`src/rtl/usb_tx_pkt.sv`:
```
// rtl/usb_tx_pkt.sv - USB packet-level transmitter: PID, payload and CRC16 bytes to the serializer (optional watchdog: USB_TX_PKT_WDOG_EN)
module usb_tx_pkt #(
  parameter logic [9:0] WDOG_CYCLES = 10'd1023
) (
  input  logic       clk,
  input  logic       rst_n,
  input  logic       txpkt_start,
  output logic       txpkt_done,
  input  logic [3:0] txpkt_pid,
  input  logic [9:0] txpkt_len,
  input  logic [7:0] txpkt_data,
  output logic       txpkt_data_ack,
  output logic       ll_start,
  output logic [7:0] ll_data,
  output logic       ll_last,
  input  logic       ll_ack,
  input  logic       ll_done
);

  typedef enum logic [2:0] {
    S_IDLE,
    S_PID,
    S_DATA,
    S_CRC_LO,
    S_CRC_HI,
    S_WAIT
  } state_t;

  state_t      state;
  logic [3:0]  pid_r;
  logic [9:0]  cnt;
  logic [15:0] crc;
  logic [15:0] crc_upd;
  logic        is_data;
  logic        wdog_fire;

  // Reflected USB CRC16 (poly 0xA001), one whole byte, LSB first.
  function automatic logic [15:0] crc16_byte(input logic [15:0] c, input logic [7:0] d);
    logic [15:0] r;
    r = c;
    for (int i = 0; i < 8; i++) begin
      if (r[0] ^ d[i]) r = (r >> 1) ^ 16'hA001;
      else             r = r >> 1;
    end
    return r;
  endfunction

  // Data PIDs (DATA0/1/2, MDATA) all end in 2'b11.
  assign is_data = (pid_r[1:0] == 2'b11);
  assign crc_upd = crc16_byte(crc, txpkt_data);

  // Payload byte is released the same cycle the serializer latches it.
  assign txpkt_data_ack = (state == S_DATA) && ll_ack;

`ifdef USB_TX_PKT_WDOG_EN
  logic [9:0] wdog;

  // Idle-activity counter: any handshake from either side restarts it.
  always_ff @(posedge clk) begin
    if (!rst_n || txpkt_start || ll_ack || ll_done || state == S_IDLE)
      wdog <= 10'd0;
    else
      wdog <= wdog + 10'd1;
  end

  // Reaching the limit this cycle (and no handshake now) abandons the packet.
  assign wdog_fire = (state != S_IDLE) && (wdog == WDOG_CYCLES - 10'd1) && !ll_ack && !ll_done;
`else
  logic [9:0] unused_wdog;
  assign unused_wdog = WDOG_CYCLES;
  assign wdog_fire   = 1'b0;
`endif

  // Packet sequencer: walks PID -> payload -> CRC -> wait for EOP.
  always_ff @(posedge clk) begin
    if (!rst_n) begin
      state      <= S_IDLE;
      pid_r      <= 4'd0;
      cnt        <= 10'd0;
      crc        <= 16'hFFFF;
      ll_start   <= 1'b0;
      txpkt_done <= 1'b0;
    end else begin
      ll_start   <= 1'b0;
      txpkt_done <= 1'b0;
      if (wdog_fire) begin
        state      <= S_IDLE;
        txpkt_done <= 1'b1;
      end else begin
        case (state)
          S_IDLE: begin
            if (txpkt_start) begin
              pid_r    <= txpkt_pid;
              cnt      <= txpkt_len;
              crc      <= 16'hFFFF;
              ll_start <= 1'b1;
              state    <= S_PID;
            end
          end
          S_PID: begin
            if (ll_ack) begin
              if (!is_data)         state <= S_WAIT;
              else if (cnt == 10'd0) state <= S_CRC_LO;
              else                  state <= S_DATA;
            end
          end
          S_DATA: begin
            if (ll_ack) begin
              crc <= crc_upd;
              cnt <= cnt - 10'd1;
              if (cnt == 10'd1) state <= S_CRC_LO;
            end
          end
          S_CRC_LO: begin
            if (ll_ack) state <= S_CRC_HI;
          end
          S_CRC_HI: begin
            if (ll_ack) state <= S_WAIT;
          end
          S_WAIT: begin
            if (ll_done) begin
              state      <= S_IDLE;
              txpkt_done <= 1'b1;
            end
          end
          default: state <= S_IDLE;
        endcase
      end
    end
  end

  // Byte presented to the serializer follows the current state; payload passes straight through.
  always_comb begin
    ll_data = 8'h00;
    ll_last = 1'b0;
    case (state)
      S_PID: begin
        ll_data = {~pid_r, pid_r};
        ll_last = !is_data;
      end
      S_DATA:   ll_data = txpkt_data;
      S_CRC_LO: ll_data = ~crc[7:0];
      S_CRC_HI: begin
        ll_data = ~crc[15:8];
        ll_last = 1'b1;
      end
      default: begin
        ll_data = 8'h00;
        ll_last = 1'b0;
      end
    endcase
  end

endmodule

```
`config.mk`:
```
export PLATFORM = sky130hd
export DESIGN_NAME = usb_tx_pkt
export DESIGN_NICKNAME = d
export VERILOG_FILES = /design/src/rtl/usb_tx_pkt.sv
export SDC_FILE = /design/constraint.sdc
export NUM_CORES = 1
export LEC_CHECK = 0
export CAP_MARGIN = 20
export CORE_MARGIN = 3
export CORE_UTILIZATION = 45
export DETAILED_ROUTE_END_ITERATION = 7
export PLACE_DENSITY = 0.73
export SYNTH_ARGS = -nofsm -noshare
export SYNTH_HDL_FRONTEND = slang
export SYNTH_SLANG_ARGS = --single-unit
```
`constraint.sdc`:
```
create_clock -name clk -period 2.2 [get_ports clk]
set_clock_uncertainty 0.05 [all_clocks]
set_input_delay 0.55 -clock clk [delete_from_list [all_inputs] [get_ports clk]]
set_output_delay 0.55 -clock clk [all_outputs]
set_load 0.1 [all_outputs]
```
# Word-level counts from Yosys, hierarchy flattened

Index checks and enable logic that the tools add are counted.

Output and inout bits: 12
Flip-flop bits (word level): 35
Input bits: 27

Add/sub/neg operators: 1
Multiplexer cells: 28
Bitwise gates (word level): 19
Reductions and logical operators: 10
Equal/unequal tests: 14

Operator list:

| operator                                              | number |
|---|---|
| two-way mux 16 bit                                    | 10 |
| case mux 16 bit (2 select lines)                      | 1 |
| case mux 8 bit (4 select lines)                       | 1 |
| two-way mux 3 bit                                     | 8 |
| inverter 2 -> 3 bit                                   | 8 |
| two-way mux 10 bit                                    | 2 |
| case mux 10 bit (2 select lines)                      | 1 |
| case mux 3 bit (6 select lines)                       | 1 |
| inverter 8 bit                                        | 2 |
| != test 2 bit (second input constant)                 | 6 |
| equality test 10 x 1 -> 1 bit (second input constant) | 1 |
| zero test 10 bit                                      | 1 |
| subtractor 10 x 1 -> 10 bit (second input constant)   | 1 |
| bitwise XOR 1 bit                                     | 8 |
| AND reduction 7 bit                                   | 1 |
| equality test 3 x 2 -> 1 bit (second input constant)  | 2 |
| equality test 3 bit (second input constant)           | 2 |
| AND reduction 2 bit                                   | 3 |
| inverter 4 bit                                        | 1 |
| equality test 3 x 1 -> 1 bit (second input constant)  | 1 |
| zero test 3 bit                                       | 1 |
| two-way mux 1 bit                                     | 3 |
| AND reduction 3 bit                                   | 1 |
| equality test 2 bit (second input constant)           | 1 |
| 5 further kinds                                       | 5 |

# Logic depth before layout (Yosys ltp)

Gate-level depths: netlist (run 1).

Depth after elaboration: 18
Gate-level depth with buffers: 8
Depth with buffers taken out: 7

# Least setup slack after synthesis (run 1)

OpenSTA, ideal clock, no wires.

Path kind: reg2out
Start point: register state[2]
End point: output port ll_data[7]
Arrival: 3.248 ns
Stages on the path, launching flop included: 7
Buffers on the path: 2
Data required time: 1.600 ns
Path slack: -1.648 ns
Path through: dfxtp_1 -> clkbuf_1 -> clkbuf_1 -> nand2b_1 -> nor2_1 -> a21oi_1 -> o21ai_0

Longest elaborated chain between the ends: 2

Ends and longest elaborated chain:

| what                                        | line | text |
|---|---|---|
| from (decl)                                 | 29   | `state_t state;` |
| from (signal assigned)                      | 77   | `state <= S_IDLE;` |
| from (signal assigned)                      | 87   | `state <= S_IDLE;` |
| from (signal assigned)                      | 97   | `state <= S_PID;` |
| equality test 3 bit (tied with other cells) | 136  | `case (state)` |
| case mux 8 bit (4 select lines) *           | 136  |  |
| to (decl)                                   | 14   | `output logic [7:0] ll_data,` |

Mark *: on every way between the ends. The rest lies on a longest branch, timed or not.

# Worst setup path in the final report (run 1)

Start point: register state[1]
End point: output port ll_data[6]

Same word-level chain as after synthesis.

==> results of run 1 <==
sequential cells by signal, summed over array words and instances, names as in the netlist:
name and cells:
crc 16, cnt 10, pid_r 4, state 3, ll_start 1, txpkt_done 1
where the power goes:
| group | internal (W) | total (W) | switching, W |
|---|---|---|---|
| registers | 0.000673 | 0.000730 | 0.0000568 |
| logic | 0.000432 | 0.000968 | 0.000536 |
| clock network | 0.000255 | 0.000508 | 0.000253 |
| total | 0.00136 | 0.00221 | 0.000846 |
critical path, delay by kind of cell, from the launching register on:
| kind | cells | cell delay [ps] |
|---|---|---|
| mux | 1 | 360 |
| flops | 1 | 380 |
| compound gates | 1 | 170 |
| buf+inv | 2 | 350 |
cells in the final DEF, fill, tap and decap left out, types with 3 or more instances in the layout:
| cell type | n |
|---|---|
| nand2b_1 | 3 |
| o22ai_1 | 10 |
| and2_1 | 3 |
| a21oi_1 | 19 |
| xnor2_1 | 7 |
| o21a_1 | 3 |
| xor2_2 | 3 |
| xnor2_2 | 6 |
| nand3_1 | 5 |
| buf_12 | 11 |
| nand2b_4 | 3 |
| clkdlybuf4s50_1 | 19 |
| nor2b_1 | 8 |
| clkbuf_8 | 6 |
| dlygate4sd2_1 | 6 |
| nor2_1 | 19 |
| o21ai_0 | 17 |
| a22oi_1 | 3 |
| mux2i_1 | 7 |
| o22ai_4 | 6 |
| inv_1 | 7 |
| dfxtp_1 | 32 |
| buf_4 | 32 |
| nor3_1 | 11 |
| dfxtp_4 | 3 |
| a21boi_0 | 3 |
| nand2_1 | 23 |
metal layers:
layer,wire (um),vias up,share of wire [%]
met1,2630,991,45
met3,375,10,6.4
met2,2730,63,47
met5,0,-,0
met4,138,0,2.3
li1,-,1045,-
through the flow:
stage / area [um^2] / std cells
after floorplan: 2290 / 264
after global placement: 2990 / 367
after detailed placement: 2990 / 367
after CTS: 3150 / 376
after global routing: 3190 / 377
final: 3190 / 377
cell type report:
class | count | area, um^2
clock buffers | 6 | 82.6
clock inverters | 2 | 16.3
fillers | 343 | 1290
inverters | 8 | 33.8
multi-input cells | 203 | 1540
flip-flops and latches | 35 | 712
well taps | 52 | 65.1
repair buffers | 71 | 738
logic make-up (layout without fill, tap and decap cells):
group	after synthesis	after routing	share of synthesized area, %
compound gates	79	79	22.5
fa+ha+maj	2	2	1.17
flops	35	35	32.7
xor+xnor	21	21	12.6
buf+inv	26	87	4.56
mux	11	11	5.26
simple gates	90	90	21.2
worst max-delay path by stage:
stage                        from        endpoint  slack [ps]  cells past startpoint
floorplan                state[2]  txpkt_data_ack           8                      7
global placement    txpkt_data[1]          crc[0]        -470                      7
detailed placement  txpkt_data[1]          crc[0]        -540                      7
CTS                 txpkt_data[5]      ll_data[5]          20                      4
global route             state[1]      ll_data[5]          -4                      4
finish                   state[1]      ll_data[6]          40                      4
what timing repair did:
| item | CTS | global route |
|---|---|---|
| setup buffers | 1 | 1 |
| gates resized for setup | 22 | 8 |
| endpoints found under the setup margin | 12 | 6 |
| pin swaps | 7 | 6 |
==> results.json, run 1 <==
{
  "wire_length_of_the_first_global_routing_pass_um": 9600,
  "synth.most_common_cell": "dfxtp_1",
  "ant_nets": 0,
  "grtUsageMet3_pct": 4.01,
  "grt_start_max_net_pins": 37,
  "result_of_the_run": "finished clean",
  "max_freq_mhz": 462,
  "setup_viol_count_final": 0,
  "cts_made_buffers": 5,
  "hold_viol_final": 0,
  "die_width_um": 75.0,
  "synth_commonest_cells": "35 x dfxtp_1, 24 x nand2_1, 22 x a21oi_1",
  "power.static_leakage_nw": 1.24,
  "dr.first_iter.drc_count": 155,
  "dpl.hpwl_um": 4270,
  "ys_async_sr_fraction_pct": 0,
  "critPathLaunchType": "flip-flop",
  "grt_use_met2_pct": 32.9,
  "post_drt_via_cell_ratio": 5.59,
  "most_area_consuming_cells_after_synthesis": "dfxtp_1 33%, a21oi_1 5.1%, o22ai_1 4.7%",
  "hold_start": "cnt[8]",
  "post_route_cells_drive_above_1_share_pct": 29.2,
  "num_antenna_cells": 0,
  "cts_tree": "done",
  "design.core.area_um2": 4470,
  "relSlewSlack_pct": 70.8,
  "dieHeight_um": 75.0,
  "cp_max_fo": 9,
  "slowest_stage": "dfxtp_4",
  "timing.reg2reg.setup_slack_ps": 290,
  "maximum_clock_path_buffer_count": 2,
  "place_ws_ps": -538,
  "worst_skew_pair.late_latency_ps": 300,
  "ios": 39,
  "wl_per_instance_um": 15.6,
  "use_met1_pct": 32.6,
  "nNetsFinal": 353,
  "reg2reg_to": "crc[0]",
  "utilization_pct": 71.2,
  "timing.critical_path.cells": "buf_6 > mux2_2 > o22ai_4 > buf_12",
  "power.ir.vdd_worst_mv": 0.585,
  "synth_cell_type_count": 46,
  "grt_antenna_before_repair": 0,
  "finalHoldWorstSlack_ps": 442,
  "ys_dominant_reg_cell": "dfxtp_1",
  "final-max-slew-violation-count": 0,
  "cp_data_required_time_ps": 1600,
  "final_period_minus_worst_setup_slack_ps": 2160,
  "instance_count_along_the_most_critical_hold_path": 2,
  "num_rows": 24,
  "numPortBuffers": 38,
  "total_via_count_in_the_routed_design": 2109,
  "class_of_the_tightest_hold_or_removal_check": "reg -> reg",
  "place.gp.congestion": 0.809,
  "synth_seq_cells": 35,
  "final_critical_path_setup_slack_ps": 35.6,
  "clock_root_buffer_master": "clkbuf_8",
  "worstMarginPinSlew_ps": 435,
  "htree_num_levels": 2,
  "holdBufCountCts": 0,
  "total_power_w": 0.00221,
  "global_route.usage.total_pct": 22.5,
  "syn-instance-count": 264,
  "synth_area_leader_cell": "dfxtp_1",
  "setup.worst_path.class": "reg -> out",
  "synth_area_um2": 2140,
  "initial_utilization_pct": 47.8,
  "critPathMaxStageDelay_ps": 380,
  "die-area_um2": 5620,
  "rr_worst_depth": 6,
  "ys_seq_area_share_pct": 32.7,
  "post-synth-top-area-fraction_pct": 32.7,
  "mappedNetlistNets": 293,
  "synth_warnings": 0,
  "maxCapViolCount": 0,
  "tritoncts_num_sinks": 35,
  "fin_crit_sh_pct": 98.4,
  "detailedRoute.firstPassIterationCount": 4,
  "global_route.overflow_total": 0,
  "first_global_vias": 2012,
  "pwr_density_cell_nw_per_um2": 692,
  "drc_errors": 0,
  "busiest_layer": "met2",
  "element_type_at_the_critical_path_end": "primary output",
  "cts.clk_slew.worst_paths_ps": 80,
  "synth_edf_count": 0,
  "postSynthAreaPerCell_um2": 8.10,
  "area_growth_pct": 48.9,
  "postRouteWirelength_um": 5870,
  "setup_tns_ps": 0,
  "worst_hold_path.endpoint": "cnt[8]",
  "reg2reg_from": "crc[3]",
  "cp_data_arrival_time_ps": 1560
}
Power figures use the tool's default switching activity.
==> run 2: changes to the inputs <==
Settings changed: CTS_BUF_LIST from default to sky130_fd_sc_hd__clkbuf_4, CTS_CLUSTER_DIAMETER from default to 200, SLEW_MARGIN from default to 5.
==> results.json, run 2 (synthesized netlist as in run 1, its figures left out) <==
{
  "result_of_the_run": "finished clean",
  "switching_share_pct": 40.3,
  "critPathLaunchType": "flip-flop",
  "setup_viol_count_final": 0,
  "initial_utilization_pct": 47.8,
  "die-area_um2": 5620,
  "post-route-cell-area_um2": 3220,
  "timing.critical_path.cells": "buf_8 > mux2_4 > o22ai_4 > buf_12",
  "nNetsFinal": 356,
  "class_of_the_tightest_hold_or_removal_check": "reg -> reg",
  "critPathTopFamily": "flip-flops",
  "global_route.overflow_total": 0,
  "hold_start": "cnt[8]",
  "max_freq_mhz": 458,
  "design.core.area_um2": 4470,
  "postRouteWirelength_um": 5920,
  "top_register": "crc",
  "post_route_cells_drive_above_1_share_pct": 31.4,
  "largest_register_ffs": 16,
  "cp_max_fo": 7,
  "grt_antenna_before_repair": 0,
  "slowest_stage": "dfxtp_4",
  "largest_registers": "crc x16, cnt x10, pid_r x4",
  "placedInstanceArea_um2": 2990,
  "total_power_w": 0.00208,
  "ant_nets": 0,
  "cts_tree": "done",
  "maxCapViolCount": 0,
  "most-common-layout-cells": "33 x buf_4, 32 x dfxtp_1, 23 x nand2_1",
  "power_frac_comb_pct": 47.7,
  "critPathMaxStageDelay_ps": 400,
  "place_ws_ps": -538,
  "netSwitchingPower_w": 0.000840,
  "share_seq_of_total_power_pct": 35.0,
  "dieHeight_um": 75.0,
  "htree_num_levels": 2,
  "dr.first_iter.drc_count": 168,
  "setup.worst_path.class": "reg -> out",
  "cts_made_buffers": 5,
  "relSlewSlack_pct": 70.9,
  "worst_skew_pair.late_latency_ps": 360,
  "holdBufCountCts": 0,
  "dpl.hpwl_um": 4270,
  "critical_path_buf_inv_count": 2,
  "total_via_count_in_the_routed_design": 2145,
  "global_route.usage.total_pct": 22.5,
  "final-max-slew-violation-count": 0,
  "hold_viol_final": 0,
  "reg2reg_from": "crc[0]",
  "power.ir.vdd_worst_mv": 0.476,
  "first_global_vias": 2046,
  "worstMarginPinSlew_ps": 433,
  "post_drt_via_cell_ratio": 5.64,
  "grt_start_max_net_pins": 37,
  "ios": 39,
  "setup_tns_ps": 0,
  "rsz0062_at_grt": "yes",
  "clock_root_buffer_master": "clkbuf_4",
  "rr_worst_depth": 6,
  "wl_per_instance_um": 15.6,
  "num_rows": 24,
  "reg2reg_to": "crc[0]",
  "area_growth_pct": 50.5,
  "die_width_um": 75.0,
  "final_critical_path_setup_slack_ps": 17.8,
  "num_antenna_cells": 0,
  "element_type_at_the_critical_path_end": "primary output",
  "pwr_density_cell_nw_per_um2": 647,
  "maximum_clock_path_buffer_count": 2,
  "instance_count_along_the_most_critical_hold_path": 2,
  "timing.reg2reg.setup_slack_ps": 150,
  "cts.clk_slew.worst_paths_ps": 120,
  "internal-power_w": 0.00124,
  "cp_data_required_time_ps": 1600,
  "detailedRoute.firstPassIterationCount": 5,
  "portion_of_total_power_attributed_to_the_clock_network_pct": 17.4,
  "leading_cell_type_in_the_layout_fill_and_taps_excluded": "buf_4",
  "drc_errors": 0,
  "dpl.cell_count": 367,
  "fin_crit_sh_pct": 99.2,
  "worst_hold_path.endpoint": "cnt[8]",
  "tritoncts_num_sinks": 35,
  "final_period_minus_worst_setup_slack_ps": 2180,
  "cp_data_arrival_time_ps": 1580,
  "finalNonFillerCells": 380,
  "place.gp.congestion": 0.809,
  "numPortBuffers": 38,
  "wire_length_of_the_first_global_routing_pass_um": 9680,
  "power.static_leakage_nw": 1.26
}
-- run 2: changes by cell type in the layout (fill, tap and decap cells not counted), moves of 3 or more --
cell | previous run | this run
a21oi_1 | 19 | 16
clkbuf_8 | 6 | 0
clkbuf_4 | 0 | 5
a21oi_2 | 2 | 5
-- run 2: what timing repair did --
item	CTS	global route
setup buffers	4	2
pin swaps	5	6
gates resized for setup	24	18
setup endpoints to repair	12	11
cloned	0	0
-- run 2: layout make-up --
type	instances	area [um^2]
Clock buffer	5	37.5
Clock inverter	3	20.0
Fill cell	328	1250
Inverter	8	33.8
Multi-Input combinational cell	203	1570
Sequential cell	35	712
Tap cell	52	65.1
Timing Repair Buffer	74	777
-- run 2: worst max-delay path by stage --
stage	startpoint	endpoint	slack, ps	depth (start not counted)
2_1_floorplan	state[2]	txpkt_data_ack	8	7
4_1_cts	txpkt_data[2]	ll_data[2]	-30	4
5_1_grt	state[1]	ll_data[5]	-30	4
3_5_place_dp	txpkt_data[1]	crc[0]	-540	7
3_3_place_gp	txpkt_data[1]	crc[0]	-470	7
6_report	state[1]	ll_data[6]	20	4
-- run 2: layer usage --
metal | GRT usage (%) | vias up | share of wire (%)
li1 | - | 1061 | -
met1 | 32.1 | 1008 | 44
met2 | 33.1 | 67 | 48
met3 | 5.07 | 9 | 6.6
met4 | 8.89 | 0 | 1.6
met5 | 0 | - | 0
-- run 2: through the flow --
step | util (%) | hold WS, ps
6_report | 72.0 | 453
3_5_place_dp | 66.9 | 434
4_1_cts | 70.4 | 453
3_3_place_gp | 66.9 | 408
5_1_grt | 72.0 | 507
2_1_floorplan | - | 395
-- run 2: power groups by stage --
| stage | clock (W) | sequential [W] | combinational (W) |
|---|---|---|---|
| floorplan | 0 | 0.000729 | 0.000627 |
| global placement | 0 | 0.000735 | 0.000942 |
| detailed placement | 0 | 0.000736 | 0.000954 |
| CTS | 0.000368 | 0.000723 | 0.000978 |
| global route | 0.000389 | 0.000739 | 0.00106 |
| finish | 0.000362 | 0.000729 | 0.000993 |
-- run 2: tightest hold or removal path, delay by kind of cell, from the launching register on --
kind / cells / cell delay (ps)
flip-flops: 1 / 360
buffers and inverters: 1 / 60
AO/OA/AOI/OAI: 1 / 60
